[src/rtl/usb_tx_pkg.sv]
// usb_tx_pkg: command/state encodings, PID and SYNC bytes, CRC-16/USB constants
package usb_tx_pkg;
  typedef enum logic [2:0] {
    CMD_NONE  = 3'd0,
    CMD_DATA0 = 3'd1,
    CMD_DATA1 = 3'd2,
    CMD_ACK   = 3'd3,
    CMD_NAK   = 3'd4,
    CMD_STALL = 3'd5
  } tx_cmd_t;
  typedef enum logic [3:0] {IDLE, SYNC, PID, FETCH, DATA, CRC_LO, CRC_HI, EOP, ERROR} state_t;
  localparam logic [7:0] SYNC_BYTE = 8'h80;
  localparam logic [7:0] PID_DATA0 = 8'hC3;
  localparam logic [7:0] PID_DATA1 = 8'h4B;
  localparam logic [7:0] PID_ACK = 8'hD2;
  localparam logic [7:0] PID_NAK = 8'h5A;
  localparam logic [7:0] PID_STALL = 8'h1E;
  localparam logic [15:0] CRC16_INIT = 16'hFFFF;
  localparam logic [15:0] CRC16_POLY_REFL = 16'hA001;
  function automatic logic [7:0] pid_byte(input tx_cmd_t c);
    return c == CMD_DATA0 ? PID_DATA0 : c == CMD_DATA1 ? PID_DATA1 :
           c == CMD_ACK ? PID_ACK : c == CMD_NAK ? PID_NAK : PID_STALL;
  endfunction
endpackage

[src/rtl/usb_tx_packet_sequencer_crc16.sv]
// usb_crc16: registered CRC-16/USB accumulator, one byte folded in per update, LSB first
module usb_crc16
  import usb_tx_pkg::*;
(
  input  logic        clk,
  input  logic        n_rst,
  input  logic        clear,
  input  logic        update,
  input  logic [7:0]  data,
  output logic [15:0] crc
);
  function automatic logic [15:0] crc_next(input logic [15:0] c, input logic [7:0] d);
    for (int i = 0; i < 8; i++) c = (c >> 1) ^ ((c[0] ^ d[i]) ? CRC16_POLY_REFL : 16'h0000);
    return c;
  endfunction
  always_ff @(posedge clk or negedge n_rst)
    if (!n_rst) crc <= CRC16_INIT;
    else if (clear) crc <= CRC16_INIT;
    else if (update) crc <= crc_next(crc, data);
endmodule

[src/rtl/usb_tx_packet_sequencer.sv]
// usb_tx_packet_sequencer: emits SYNC, PID, payload, CRC16 and EOP per TX command.
// Defining TX_TIMEOUT_EN adds a serializer/EOP stall timeout that aborts to ERROR.
module usb_tx_packet_sequencer
  import usb_tx_pkg::*;
#(
  parameter int MAX_PACKET_BYTES = 64
`ifdef TX_TIMEOUT_EN
  , parameter int TIMEOUT_CYCLES = 255
`endif
) (
  input  logic       clk,
  input  logic       n_rst,
  input  logic [2:0] tx_packet,
  input  logic [6:0] buffer_occupancy,
  input  logic [7:0] tx_packet_data,
  output logic       get_tx_packet_data,
  output logic [7:0] byte_out,
  output logic       byte_valid,
  input  logic       byte_ready,
  output logic       eop_req,
  input  logic       eop_done,
  output logic       tx_transfer_active,
  output logic       tx_error
);
  state_t state, nxt;
  tx_cmd_t cmd;
  logic armed, start, bad, fresh, upd;
  logic [6:0] cnt;
  logic [7:0] data_q, cur;
  logic [15:0] crc;
  assign start = state == IDLE && armed && tx_packet != 3'd0;
  assign bad = tx_packet > 3'd5 ||
               ((tx_packet == 3'd1 || tx_packet == 3'd2) && 32'(buffer_occupancy) > MAX_PACKET_BYTES);
  // buffer data arrives in the first DATA cycle; afterwards the captured copy is held
  assign cur = fresh ? tx_packet_data : data_q;
  assign byte_valid = state inside {SYNC, PID, DATA, CRC_LO, CRC_HI};
  assign get_tx_packet_data = state == FETCH;
  assign eop_req = state == EOP;
  assign tx_error = state == ERROR;
  assign tx_transfer_active = state != IDLE && state != ERROR;
  assign upd = state == DATA && byte_ready;
  assign byte_out = state == SYNC ? SYNC_BYTE : state == PID ? pid_byte(cmd) :
                    state == DATA ? cur : state == CRC_LO ? ~crc[7:0] :
                    state == CRC_HI ? ~crc[15:8] : 8'h00;
`ifdef TX_TIMEOUT_EN
  localparam int TW = $clog2(TIMEOUT_CYCLES + 1);
  logic [TW-1:0] tmo;
  logic stall, tmo_hit;
  assign stall = (byte_valid && !byte_ready) || (eop_req && !eop_done);
  assign tmo_hit = stall && 32'(tmo) == TIMEOUT_CYCLES - 1;
  always_ff @(posedge clk or negedge n_rst)
    if (!n_rst) tmo <= '0;
    else tmo <= (stall && state != IDLE) ? tmo + TW'(1) : '0;
`endif
  always_comb begin
    nxt = state;
    case (state)
      IDLE:   nxt = start ? (bad ? ERROR : SYNC) : IDLE;
      SYNC:   nxt = byte_ready ? PID : SYNC;
      PID:    if (byte_ready) nxt = cmd inside {CMD_ACK, CMD_NAK, CMD_STALL} ? EOP :
                                    cnt == 7'd0 ? CRC_LO : FETCH;
      FETCH:  nxt = DATA;
      DATA:   if (byte_ready) nxt = cnt == 7'd1 ? CRC_LO : FETCH;
      CRC_LO: nxt = byte_ready ? CRC_HI : CRC_LO;
      CRC_HI: nxt = byte_ready ? EOP : CRC_HI;
      EOP:    nxt = eop_done ? IDLE : EOP;
      default: nxt = IDLE;
    endcase
`ifdef TX_TIMEOUT_EN
    if (tmo_hit) nxt = ERROR;
`endif
  end
  always_ff @(posedge clk or negedge n_rst)
    if (!n_rst) state <= IDLE;
    else state <= nxt;
  // armed blocks a relaunch until the slave's command register reads back 0
  always_ff @(posedge clk or negedge n_rst)
    if (!n_rst) begin
      armed <= 1'b1;
      cmd <= CMD_NONE;
      cnt <= 7'd0;
      data_q <= 8'h00;
      fresh <= 1'b0;
    end else begin
      armed <= start ? 1'b0 : (state == IDLE && tx_packet == 3'd0) ? 1'b1 : armed;
      fresh <= state == FETCH;
      if (state == DATA) data_q <= cur;
      if (start) begin
        cmd <= tx_cmd_t'(tx_packet);
        cnt <= buffer_occupancy;
      end else if (upd) cnt <= cnt - 7'd1;
    end
  usb_crc16 u_crc (
    .clk(clk),
    .n_rst(n_rst),
    .clear(nxt == IDLE),
    .update(upd),
    .data(cur),
    .crc(crc)
  );
endmodule

[config.mk]
export PLATFORM = sky130hd
export DESIGN_NAME = usb_tx_packet_sequencer
export DESIGN_NICKNAME = d
export VERILOG_FILES = /design/src/rtl/usb_tx_pkg.sv /design/src/rtl/usb_tx_packet_sequencer_crc16.sv /design/src/rtl/usb_tx_packet_sequencer.sv
export SDC_FILE = /design/constraint.sdc
export NUM_CORES = 1
export LEC_CHECK = 0
export ABC_AREA = 1
export BUFFER_PORTS_ARGS = -buffer_cell sky130_fd_sc_hd__buf_2
export CORE_MARGIN = 2
export CORE_UTILIZATION = 58
export CTS_CLUSTER_DIAMETER = 60
export CTS_CLUSTER_SIZE = 14
export DETAILED_ROUTE_END_ITERATION = 16
export GPL_TIMING_DRIVEN = 0
export PLACE_DENSITY = 0.8
export RECOVER_POWER = 100
export SETUP_SLACK_MARGIN = 0.1
export SYNTH_ARGS = -nofsm -noshare
export SYNTH_HDL_FRONTEND = slang
export SYNTH_SLANG_ARGS = --single-unit
[constraint.sdc]
create_clock -name clk -period 2.5 [get_ports clk]
set_input_delay 0.375 -clock clk [delete_from_list [all_inputs] [get_ports clk]]
set_output_delay 0.375 -clock clk [all_outputs]
set_load 0.05 [all_outputs]
* Yosys cells after proc, flatten, opt, wreduce, memory -nomap -nowiden *
Index checks and enable logic that the tools add are counted.

cells by class
  add/sub/neg operators = 1
  bitwise gates (word level) = 18
  equality and inequality tests = 17
  reduce and logical (&&, ||, !) cells = 19
  multiplexer cells = 36
  $lt $le $gt $ge = 2

operators with widths
  cell                                                                number
  16-bit two-way mux                                                  10
  15-bit by 16-bit XOR with 16-bit output                             8
  8-bit two-way mux                                                   9
  4-bit one-hot mux with 8 select lines                               1
  7-bit two-way mux                                                   3
  4-bit by 3-bit == test with 1-bit output, second input constant     4
  4-bit two-way mux                                                   4
  8-bit inverter                                                      2
  3-bit two-way mux                                                   4
  3-bit by 2-bit == test with 1-bit output, second input constant     3
  4-bit by 2-bit == test with 1-bit output, second input constant     2
  4-bit logical NOT                                                   2
  1-bit XOR                                                           8
  7-bit by 1-bit == test with 1-bit output, second input constant     1
  7-bit > comparator, second input constant                           1
  7-bit logical NOT                                                   1
  7-bit by 1-bit subtractor with 7-bit output, second input constant  1
  3-bit by 1-bit == test with 1-bit output, second input constant     2
  3-bit == test, second input constant                                2
  1-bit logical AND                                                   6
  2-bit nonzero test                                                  3
  3-bit nonzero test                                                  2
  5-bit nonzero test                                                  1
  4-bit by 1-bit == test with 1-bit output, second input constant     1
  8 further kinds                                                     12

word-level totals
  logic and storage cells = 100
  input port bits = 22
  bits in registers = 40
  output and inout port bits = 13

* Logic depth before layout (Yosys ltp) *
  word-level depth = 27
  gate-level depth with buffers = 19
  depth with buffers taken out = 19

* Modules after synthesis *
A second synthesis with hierarchy kept.

unflattened totals
  cell total of the unflattened synthesis = 388
  area, all modules = 2822.7 um^2

by module, submodules not included
  module                   cells each  area an instance (um^2)  sequential area each (um^2)  instances
  usb_tx_packet_sequencer  256         1706.6                   601.8                        1
  usb_crc16                132         1116.1                   420.4                        1

* Least setup slack after synthesis *
Ideal clock, no wire load.

  kind = register -> register
  start point = reg state[3]
  end point = reg u_crc.crc[12]
  cell stages (with the launch flop) = 16
  setup time = 0.076 ns
  required time = 2.424 ns
  buffers on the path = 0
  clock period less this slack = 2.320 ns
  arrival time = 2.244 ns
  slack = 0.180 ns
  cells stage by stage = dfrtp_1 inv_1 nand2_2 nor2_1 nand2_1 nand2_1 nor3_1 nand3_1 or2_1 nor2_1 nand2_1 nand2_2 inv_2 nand2_1 o21ai_1 inv_1

on the way
  elaborated cells on any way between the ends = 18
  classes of those cells = eq/ne (7); mux (5); reduce/logical (6)

RTL lines
  item                                                      RTL line                             RTL
  start: declaration                                        usb_tx_packet_sequencer.sv:25        state_t state, nxt;
  start signal: assignment                                  usb_tx_packet_sequencer.sv:75        else state <= nxt;
  4-bit by 3-bit == test with 1-bit output (*)              n/a
  net eop_req                                               usb_tx_packet_sequencer.sv:20        output logic eop_req,
  4-bit one-hot mux with 8 select lines (*)                 usb_tx_packet_sequencer.sv:57        case (state)
  net nxt[2]                                                usb_tx_packet_sequencer.sv:25
  4-bit logical NOT (*)                                     usb_tx_packet_sequencer.sv:96        .clear(nxt == IDLE),
  16-bit two-way mux or 2-bit nonzero test (tied branches)  n/a
  end signal: assignment                                    usb_tx_packet_sequencer_crc16.sv:19  else if (update) crc <= crc_next(crc, data);
  end: declaration                                          usb_tx_packet_sequencer_crc16.sv:10  output logic [15:0] crc

The timed path passes the listed nets; every way through them passes the cells marked *.
A chain may end at the register's enable or synchronous reset.

* Worst setup path in the final report *
  start point = reg state[3]
  end point = out byte_out[1]

on the way
  longest elaborated chain between the ends = 6
  elaborated cells on any way between the ends = 10
  classes of those cells = eq/ne (5); mux (5)

ends and longest elaborated chain
  item                                      RTL line                       RTL
  4-bit by 3-bit == test with 1-bit output  usb_tx_packet_sequencer.sv:44  state == CRC_HI ? ~crc[15:8] : 8'h00;
  8-bit two-way mux                         usb_tx_packet_sequencer.sv:44
  8-bit two-way mux (2 in series)           usb_tx_packet_sequencer.sv:43  state == DATA ? cur : state == CRC_LO ? ~crc[7:0] :
  8-bit two-way mux                         usb_tx_packet_sequencer.sv:42  assign byte_out = state == SYNC ? SYNC_BYTE : state == PID ? pid_byte(cmd) :
  8-bit two-way mux (*)                     usb_tx_packet_sequencer.sv:42
  end: declaration                          usb_tx_packet_sequencer.sv:17  output logic [7:0] byte_out,

Mark *: on every way between the ends. The rest lies on a longest branch, timed or not.

==> reports/qor.log <==
qor: final_layout.nets 424
qor: yosys.sequential_element_share_of_the_synthesized_area 38.54%
qor: critical_path.critical_path_peak_fanout 10
qor: critical_path.worst_setup_path_start_kind flop
qor: floorplanning.fp.dieArea 0.005130 mm^2
qor: routing.wl_per_cell 14.52 um
qor: clock_tree.clk-insertion-delay-late 0.30 ns
qor: pwr.power_leakage 1.528 nW
qor: clock_tree.ctsRootBufferMaster clkbuf_8
qor: critical_path.critical_path_capture_point_type output port
qor: sta.final-max-slew-violation-count 0
qor: global_routing.initial_antenna_violation_count 0
qor: routing.m1WireLength 2.960 mm
qor: sta.final_worst_path_period_share 96.03%
qor: yosys.synth_area_per_cell 7.409 um^2
qor: yosys.yosysTopAreaCell dfrtp_1
qor: critical_path.cp.required 2.12 ns
qor: pwr.powerDensity 1588 mW/mm^2
qor: critical_path.cpMaxStageDelayCell dfrtp_1
qor: place.port-buffer-count 34
qor: yosys.synth_warnings 0
qor: critical_path.path_cells inv_1 > nand2_2 > nor2_4 > clkbuf_4 > nand3_1 > o2111ai_1 > clkbuf_4
qor: final_layout.final_common_cell nand2_1
qor: critical_path.crit_path_max_incr_delay 0.38 ns
qor: clock_tree.cts_tree built
qor: clock_tree.cts.clk_slew.worst_paths 0.08 ns
qor: status.outcome completed
qor: global_routing.total_congestion_overflow 0
qor: floorplanning.die_w 71.63 um
qor: yosys.post_synth_instance_area 0.002653 mm^2
qor: routing.dr.pass1.iters 4
qor: final_layout.layout.cells.most_common_list 77 x nand2_1, 48 x inv_1, 36 x nor2_1
qor: clock_tree.cts_hold_buffers 0
qor: critical_path.cp_data_arrival_time 2.03 ns
qor: sta.slew-limit-headroom 40.15%
qor: yosys.synth_enable_flop_cells 0
qor: final_layout.area_delta_synth_final 14.29%
qor: clock_tree.clk_path_buf_depth 2
qor: pwr.power_total 4.814 mW
qor: run.drv.max_cap_violation_count 0
qor: clock_tree.cts_buffers 5
qor: sta.fmax 0.4166 GHz
qor: routing.detail_route.vias_per_cell 5.514
qor: final_layout.fillers 386
qor: min_path.hold_class input port to asynchronous set/reset pin
qor: place.gp_congestion 0.8347
qor: routing.drtIter0Drc 126
qor: floorplanning.placeable_core_region 0.004384 mm^2
qor: routing.detailroute.via_count 2498
qor: routing.ant_nets 0
qor: routing.drc_errors 0
qor: yosys.synth-main-ff-cell dfrtp_1
qor: critical_path.critPathKind flop to output port
qor: yosys.ys_async_sr_fraction 100.0%
qor: global_routing.grt_pass1_vias 2383
qor: floorplanning.row_cnt 24
qor: yosys.synthesis.instances 358
qor: final_layout.final_core_utilization 69.15%
qor: sta.report.final.setup_viol 0
qor: yosys.ff_latch_count_synth 40
qor: critical_path.crit_top_cell clkbuf_4
qor: global_routing.grtUsageTotal 27.17%
qor: global_routing.grt_pass1_wl 10.87 mm
qor: clock_tree.cts_max_level 2
qor: yosys.syn_nets 382
qor: sta.rsz0062_at_grt yes
qor: floorplanning.die_height 71.63 um
qor: place.final_hpwl_dp 4.752 mm
qor: clock_tree.cts.sinks 40
qor: sta.finClkSkew 0.007295 ns
qor: routing.top_layer_used met4
qor: routing.drt_wl_total 6.578 mm
qor: sta.setup_tns 0 ns
qor: yosys.netlist-cell-type-count 44
qor: routing.met3_wirelength 365 um
qor: sta.final_hold_viols 0
qor: final_layout.area.sequential 0.001022 mm^2
qor: floorplanning.effective_utilization_at_floorplan 60.50%
qor: sta.period_minus_slack 2.401 ns
qor: yosys.yosysTopAreaCellShare 21.70%
qor: pwr.vdd.ir_drop.worst 0.8089 mV
qor: floorplanning.io_pins 35
qor: final_layout.post_route_cells_drive_above_1_share 24.94%
qor: routing.routed-wl-met2 3.186 mm
qor: global_routing.grt_max_degree 41
qor: final_layout.combined_area_of_the_multi_input_logic_cells 0.001430 mm^2
qor: sta.tightest_slew 0.8977 ns
qor: yosys.netlist_top_cells_area dfrtp_1 22%, dfstp_2 17%, nand2_1 11%, inv_1 6.8%, nor2_1 5.2%
qor: final_layout.antenna_diode_instance_count 0
[logic make-up (layout without fill, tap and decap cells)]
logic type	after synthesis	count (layout)	synth area share, %
AND/OR/NAND/NOR	176	176	31.46
AO/OA/AOI/OAI	67	67	15.80
buffers and inverters	61	104	8.962
flip-flops	40	40	38.54
XOR/XNOR	11	11	3.915
adder cells (fa/ha/maj)	2	2	0.9432
multiplexers	1	1	0.3774
[final timing paths]
path,slack (ns),endpoint,cells past startpoint,start
max,0.1,byte_out[1],7,state[3]$_DFF_PN0_
min,0.20,data_q[0]$_DFFE_PN0P_,1,n_rst
max reg2reg,0.27,u_crc.crc[12]$_DFFE_PN1P_,14,state[2]$_DFF_PN0_
min reg2reg,0.50,data_q[2]$_DFFE_PN0P_,2,data_q[2]$_DFFE_PN0P_
max in group asynchronous,1.74,data_q[6]$_DFFE_PN0P_,1,n_rst
min in group clk,0.30,cnt[2]$_DFFE_PN0P_,3,buffer_occupancy[2]
[layer usage]
metal  vias to the layer above  GRT usage [%]
met2                        56          44.55
met1                      1180          36.38
met4                         0          9.644
li1                       1257              -
met3                         5          4.782
met5                         -              0
[worst max-delay path, delay by kind of cell, from the launching register on]
family,cells,cell delay [ns]
flops,1,0.38
simple gates,3,0.48
compound gates,1,0.15
buf+inv,3,0.71
[synthesized netlist by cell type (3+ instances only)]
cell type	instances
o22ai_1	7
a21oi_1	17
xor2_1	7
nand3_2	6
o21ai_0	19
nand3_1	25
o211ai_1	4
dfstp_2	17
inv_2	9
nand2_4	3
o221ai_1	3
xnor2_1	3
dfrtp_1	23
nand4_1	3
nor2_1	37
nand2_2	15
inv_1	48
nor3_1	3
nand2_1	78
[cell type report]
cell class / count / share of cell area [%]
plain buffers: 4 / 0.9080
clock buffers: 8 / 2.972
inverters: 57 / 7.140
multi-input cells: 257 / 47.17
flip-flops and latches: 40 / 33.72
well taps: 52 / 2.146
repair buffers: 35 / 5.943
[state kept, by name, summed over array words and instances (netlist names)]
name       count
state          4
fresh          1
u_crc.crc     16
data_q         8
cmd            3
cnt            7
armed          1
[metrics by stage]
stage,hold slack (ns),std cells,instance area [um^2],setup WS [ns]
2_1_floorplan,0.07941,358,2653,0.1799
3_3_place_gp,0.4710,444,2888,0.2467
3_5_place_dp,0.4834,444,2888,0.1866
4_1_cts,0.2262,452,2994,0.08825
5_1_grt,0.2725,453,3032,0.03218
6_report,0.1992,453,3032,0.09937
[what timing repair did]
item / 4_1_cts / 5_1_grt
endpoints found under the setup margin: 7 / 17
buffers inserted: 0 / 1
hold endpoints to repair: 0 / 0
resized for setup: 8 / 13
[power by group]
| group | internal [mW] | switching, mW | total (mW) |
|---|---|---|---|
| Sequential | 0.949 | 0.189 | 1.14 |
| Combinational | 1.01 | 2.22 | 3.22 |
| Clock | 0.225 | 0.227 | 0.452 |
| Total | 2.18 | 2.63 | 4.81 |
Note: power is estimated with default switching activity, not from simulation.
